[src/rtl/divider_rebuild.sv]
// Shift-add multiplier rebuilding dividend = quotient*divisor + remainder, LSB first.
// Latency: N+1 cycles from acceptance to the out_valid pulse; one operation per N+2 cycles.
// Backpressure: in_ready is high only in IDLE; in_valid offered while busy is ignored.
module divider_rebuild #(
   parameter int N = 8,
   parameter int M = 4
) (
   input  logic           clk,
   input  logic           rst,
   input  logic           in_valid,
   output logic           in_ready,
   input  logic [N-1:0]   quotient,
   input  logic [M-1:0]   divisor,
   input  logic [M-1:0]   remainder,
   output logic           out_valid,
   output logic [N+M-1:0] dividend,
   output logic           ovf,
   output logic           rem_err,
   output logic           div_zero
);
   localparam int CW = (N > 1) ? $clog2(N) : 1;
   localparam int W  = N + M;

   typedef enum logic [1:0] {IDLE, CALC, DONE} state_t;

   state_t          state;
   logic [CW-1:0]   cnt;
   logic [W-1:0]    acc;
   logic [W-1:0]    mcand;
   logic [N-1:0]    mplier;
   logic            rem_err_q;
   logic            div_zero_q;
   logic [W-1:0]    acc_nxt;

   // Accumulator value after this CALC step; also what DONE publishes on the last step.
   always_comb begin
      acc_nxt = acc;
      if (mplier[0])
         acc_nxt = acc + mcand;
   end

   always_ff @(posedge clk) begin
      if (rst) begin
         state      <= IDLE;
         in_ready   <= 1'b1;
         out_valid  <= 1'b0;
         dividend   <= '0;
         ovf        <= 1'b0;
         rem_err    <= 1'b0;
         div_zero   <= 1'b0;
         cnt        <= '0;
         acc        <= '0;
         mcand      <= '0;
         mplier     <= '0;
         rem_err_q  <= 1'b0;
         div_zero_q <= 1'b0;
      end else begin
         case (state)
            IDLE: begin
               if (in_valid) begin
                  acc        <= {{N{1'b0}}, remainder};
                  mcand      <= {{N{1'b0}}, divisor};
                  mplier     <= quotient;
                  cnt        <= CW'(N - 1);
                  div_zero_q <= (divisor == '0);
                  rem_err_q  <= (divisor != '0) && (remainder >= divisor);
                  in_ready   <= 1'b0;
                  state      <= CALC;
               end
            end
            CALC: begin
               acc    <= acc_nxt;
               mcand  <= mcand << 1;
               mplier <= mplier >> 1;
               if (cnt == '0) begin
                  // Flags are published together with the result so all fields stay coherent.
                  dividend  <= acc_nxt;
                  ovf       <= |acc_nxt[W-1:N];
                  rem_err   <= rem_err_q;
                  div_zero  <= div_zero_q;
                  out_valid <= 1'b1;
                  state     <= DONE;
               end else begin
                  cnt <= cnt - 1'b1;
               end
            end
            DONE: begin
               out_valid <= 1'b0;
               in_ready  <= 1'b1;
               state     <= IDLE;
            end
            default: begin
               out_valid <= 1'b0;
               in_ready  <= 1'b1;
               state     <= IDLE;
            end
         endcase
      end
   end
endmodule

[config.mk]
export PLATFORM = sky130hd
export DESIGN_NAME = divider_rebuild
export DESIGN_NICKNAME = d
export VERILOG_FILES = /design/src/rtl/divider_rebuild.sv
export SDC_FILE = /design/constraint.sdc
export NUM_CORES = 1
export LEC_CHECK = 0
export BUFFER_PORTS_ARGS = -buffer_cell sky130_fd_sc_hd__buf_2
export CAP_MARGIN = 20
export CORE_ASPECT_RATIO = 0.8
export CORE_MARGIN = 5
export CORE_UTILIZATION = 49
export DETAILED_ROUTE_END_ITERATION = 7
export MAX_ROUTING_LAYER = met4
export PLACE_DENSITY = 0.69
export SLEW_MARGIN = 20
export SYNTH_ARGS = -nofsm -noshare
export SYNTH_HDL_FRONTEND = slang
export SYNTH_SLANG_ARGS = --single-unit
[constraint.sdc]
create_clock -name clk -period 2.2 [get_ports clk]
set_input_delay 0.11 -clock clk [delete_from_list [all_inputs] [get_ports clk]]
set_output_delay 0.11 -clock clk [all_outputs]
set_load 0.05 [all_outputs]
## Word level (Yosys, flattened, before mapping)

Index checks and enable logic that the tools add are counted.

| operators by class | value |
|---|---|
| add/subtract/negate cells | 2 |
| order comparisons | 1 |
| eq/ne operators | 4 |
| muxes and demuxes | 17 |
| bitwise operators | 2 |
| reductions and logical operators | 14 |

Operators with widths:

| cell | count |
|---|---|
| 12-bit case mux with 2 select lines | 2 |
| 12-bit two-way mux | 3 |
| 8-bit case mux with 2 select lines | 1 |
| 12-bit adder | 1 |
| 2-bit AND reduction | 6 |
| 8-bit two-way mux | 1 |
| 3-bit two-way mux | 2 |
| 2-bit inequality test (second input constant) | 3 |
| 3-bit case mux with 2 select lines | 1 |
| 4-bit >= comparator | 1 |
| 4-bit zero test | 1 |
| 2-bit two-way mux | 2 |
| 1-bit case mux with 2 select lines | 2 |
| 2-bit case mux with 2 select lines | 1 |
| 4-bit nonzero test | 1 |
| 4-bit OR reduction | 1 |
| 3-bit zero test | 1 |
| 3-bit AND reduction | 1 |
| 3-bit by 1-bit subtractor with 3-bit output (second input constant) | 1 |
| 2-bit by 1-bit equality test with 1-bit output (second input constant) | 1 |
| 2-bit zero test | 1 |
| 1-bit two-way mux | 2 |
| 1-bit NOT | 2 |
| 2-bit nonzero test | 1 |
| 1-bit logical AND | 1 |

| storage, ports and cells | value |
|---|---|
| register bits after elaboration | 56 |
| bits of input ports | 19 |
| output and inout port bits | 17 |
| word-level logic and storage cells | 53 |

## Logic depth before layout (Yosys ltp)

| depth | value |
|---|---|
| depth after elaboration | 3 |
| depth in mapped cells | 9 |
| gate-level depth less buffers | 9 |

## Worst setup path before layout

OpenSTA, ideal clock, no wires.

| path | value |
|---|---|
| path kind | register to register |
| start | reg acc[6] |
| end | reg ovf |
| setup time | 138 ps |
| arrival time | 1,860 ps |
| path slack | 202 ps |
| cell stages (with the launch flop) | 9 |
| path buffers | 1 |
| path through | dfxtp_1 ha_1 buf_2 a21o_1 a221oi_2 a2bb2oi_1 o211ai_2 xnor2_1 a41oi_1 |

| on the way | value |
|---|---|
| longest elaborated chain between the ends | 3 |

Ends and longest elaborated chain:

| element | line | source |
|---|---|---|
| start: declaration | 28 | `logic [W-1:0] acc;` |
| start signal: assignment | 61 | `acc <= {{N{1'b0}}, remainder};` |
| start signal: assignment | 72 | `acc <= acc_nxt;` |
| 12-bit adder | 39 | `acc_nxt = acc + mcand;` |
| 12-bit two-way mux | 38 | `if (mplier[0])` |
| 4-bit OR reduction | 78 | `ovf <= \|acc_nxt[W-1:N];` |
| end signal: assignment | 78 |  |
| end: declaration | 17 | `output logic ovf,` |

Every way passes these cells.
A chain may end at the register's enable or synchronous reset.

## Final worst setup path

| path | value |
|---|---|
| start | reg acc[4] |
| end | reg acc[5] |

| on the way | value |
|---|---|
| longest elaborated chain between the ends | 3 |

Ends and longest elaborated chain:

| element | line | source |
|---|---|---|
| 12-bit adder | 39 |  |
| 12-bit two-way mux | 38 |  |
| 12-bit case mux with 2 select lines | 58 | `case (state)` |

Every way passes these cells.

==> metrics.md <==
| Metric | Value |
|---|---|
| Ys async rst share | `0%` |
| DP Worst Slack | `-3.77 ps` |
| Final Hold Fails | `0` |
| Average routed wire per standard cell | `between 10 and 15 µm` |
| Final instance area | `3360 µm²` |
| R2R setup slack | `110 ps` |
| Post-synthesis cell area | `between 2000 and 3000 µm²` |
| WP data arrival | `approximately 2300 ps` |
| FP Rows | `25` |
| 1st-iter DRT viols | `between 150 and 200` |
| DRT antenna net count | `0` |
| H-tree levels | `2` |
| Minimum clock period | `~2100 ps` |
| GR Overflow Total | `0` |
| Cells after Synth | `between 300 and 400` |
| R2r worst-path depth | `7` |
| Drt pass-1 iters | `4` |
| # nets final | `422` |
| Internal power | `1.62 mW` |
| Cells after DPL | `approximately 460` |
| CTS tree | `yes` |
| Worst skew pair latency | `between 300 and 400 ps` |
| Setup ws final | `113 ps` |
| Die ar. | `~7600 µm²` |
| Reg-to-Reg End | `acc[5]` |
| Maximum clock insertion buffer count | `2` |
| Hold Path End | `mplier[7]` |
| Worst hold slack | `approximately 43 ps` |
| Via density | `~5.6` |
| Combinational power share | `23.4%` |
| Layout Utilization | `a little under three fifths` |
| Slew Limit Headroom | `a little over half` |
| Number of global-route vias before repair | `2335` |
| CTS Sinks | `56` |
| Worst VDD drop | `between 0.2 and 0.3 mV` |
| Post-synth EDFFs | `0` |
| Switching share of total power | `between 30% and 40%` |
| FF+latch count, synth | `56` |
| Max-cap violations | `0` |
| Total GRT Usage | `a little under a fifth` |
| Post-synthesis cell type count | `between 40 and 50` |
| Fin Setup TNS | `0 ps` |
| CTS Buf Count | `5` |
| Post-synthesis sequential area ratio | `roughly two fifths` |
| Die Ht | `roughly 79 µm` |
| Initial antenna violation count | `0` |
| Power per Cell Area | `712 nW/µm²` |
| Startpoint types | `flop` |
| Input/output buffers | `35` |
| Global-route wire length before repair | `11300 µm` |
| Overall power | `between 2 and 2.5 mW` |
| Area growth syn-to-layout | `15.0%` |
| Vias | `between 2k and 3k` |
| Worst EP required | `roughly 2400 ps` |
| I/O pin cnt | `36` |
| Slew Limit Fails | `0` |
| Clock Tree Root | `clkbuf_8` |
| Routability cong. | `between 0.9 and 1` |
| Period Utilization, post-route | `94.9%` |
| Actual slew at the worst max-slew pin | `696 ps` |
| Share of layout cells above drive strength 1 | `around a fifth` |
| Synth Net Count | `392` |
| Final wirelength | `between 6000 and 7000 µm` |
| Cell Count, Final, Fillers Out | `between 400 and 500` |
| Leakage power | `around 1.4 nW` |
| Worst-path clk slew | `100 ps` |
| Synth area leader | `dfxtp_1` |
| Ant diodes | `0` |
| Psw | `roughly 770 µW` |
| Synth warn | `0` |
| Initial Util | `~50%` |
| Synth area leaders | `dfxtp_1, ha_1, nor2_1, nand2_1, a21oi_1` |
| Clk pwr share | `roughly 29%` |
| Core area | `~5800 µm²` |
| Clock skew | `14.1 ps` |
| Synth Area per Inst | `slightly above 8 µm²` |
| Max Clk Rate | `between 0.4 and 0.5 GHz` |
| Critical Path Sink Type | `flop` |
| Hold depth | `3` |
| Post-DP HPWL | `4960 µm` |
| Outcome | `completed` |
| Die width | `roughly 96 µm` |
| DRC errors left | `0` |
| Hold wc startpoint | `quotient[7]` |
| Placed cell area | `3190 µm²` |
| # setup viols final | `0` |
| Reg power frac | `between 40 and 50%` |
| Ys flop type | `dfxtp_1` |
| Largest net degree at the start of global routing | `37` |
| Share of Yosys cell area claimed by the top area cell type | `between 30% and 40%` |
| RR Startpoint | `acc[4]` |
| Worst hold path type | `in -> reg` |
| Crit path max fanout | `9` |
| Crit Path Class | `reg -> reg` |
-- power groups by stage --
stage               registers [mW]  logic [mW]  clock network, mW
floorplan                     1.25       0.323                  0
global placement              1.16       0.544                  0
detailed placement            1.17       0.552                  0
CTS                           1.14       0.555              0.698
global route                  1.15       0.622              0.728
finish                        1.14       0.561              0.687
-- metal layers --
layer / vias to the layer above / GRT usage (%) / wire length, µm / part of all wire [%]
met3: 7 / 3.13 / 291 / 4.2
met5: - / - / 0 / 0
met2: 49 / 27.1 / 2920 / 42
li1: 1344 / - / - / -
met4: 0 / 4.62 / 59 / 0.85
met1: 1223 / 28.4 / 3660 / 53
-- flip-flops by register name (all words and copies together), names as in the netlist --
signal,cells
mcand,12
in_ready,1
out_valid,1
state,2
rem_err,1
ovf,1
div_zero_q,1
rem_err_q,1
dividend,12
cnt,3
mplier,8
div_zero,1
acc,12
-- critical path: stages (launching register included) --
cell and delay (ps):
dfxtp_2 340, ha_2 330, a21o_1 210, a31o_2 240, or3_1 360, a31oi_2 230, a2bb2oi_1 190, nor2_1 50
-- cells in the mapped netlist, types with 2 or more instances --
cell type,n
o31ai_1,2
xnor2_1,3
nor3_1,5
nor2b_1,10
inv_1,14
nand3_1,3
nand2b_1,4
nor2_1,50
dfxtp_1,56
a311oi_1,10
clkbuf_1,19
o21ai_0,11
a211oi_1,10
or3_1,6
nor4_1,2
nand2_1,37
ha_1,17
buf_1,3
o211ai_1,2
and4_1,2
a2bb2oi_1,4
mux2i_1,5
o2bb2ai_1,2
a31oi_1,7
a21o_1,9
buf_2,3
a21oi_1,23
o2111ai_1,2
a221oi_1,3
a22oi_1,10
nand4_1,4
o21bai_1,2
-- cells in the final DEF (no fill, tap or decap), types with 4 or more instances in the layout --
cell	n
a211oi_1	10
a21o_1	9
a21oi_1	23
a22oi_1	10
a2bb2oi_1	4
a311oi_1	10
a31oi_2	4
buf_2	35
buf_4	13
clkbuf_8	5
dfxtp_1	52
dfxtp_2	4
ha_1	15
inv_1	14
mux2i_1	5
nand2_1	37
nand2b_1	4
nand4_1	4
nor2_1	50
nor2b_1	8
nor3_1	5
o21ai_0	10
or3_1	6
-- timing repair --
item	4_1_cts	5_1_grt
buffers inserted	0	1
resized for setup	1	13
setup endpoints to repair	2	13
endpoints found under the hold margin	0	0
pin swaps	0	3
hold buffers	0	0
-- how the worst max path moves through the flow --
stage | endpoint | start | cells after the start
floorplan | ovf | acc[6] | 8
global placement | dividend[10] | acc[0] | 9
detailed placement | ovf | acc[0] | 9
CTS | ovf | acc[8] | 7
global route | acc[5] | acc[4] | 7
finish | acc[5] | acc[4] | 7
-- layout make-up --
cell class	count	area (µm²)
clock buffers	6	72.6
multi-input cells	260	1700
fillers	550	2490
repair buffers	48	273
well taps	81	101
clock inverters	2	38.8
inverters	14	52.6
flip-flops and latches	56	1130
-- cells by family (layout without fill, tap and decap cells) --
family          count (synthesis)  in the layout  synth area share (%)
simple gates                  127            127                  19.6
compound gates                107            107                  26.3
flops                          56             56                  38.4
buf+inv                        39             70                  5.14
fa+ha+maj                      18             18                  7.96
mux                             5              5                  1.71
xor+xnor                        3              3                 0.899
(Power assumes the default switching activity.)
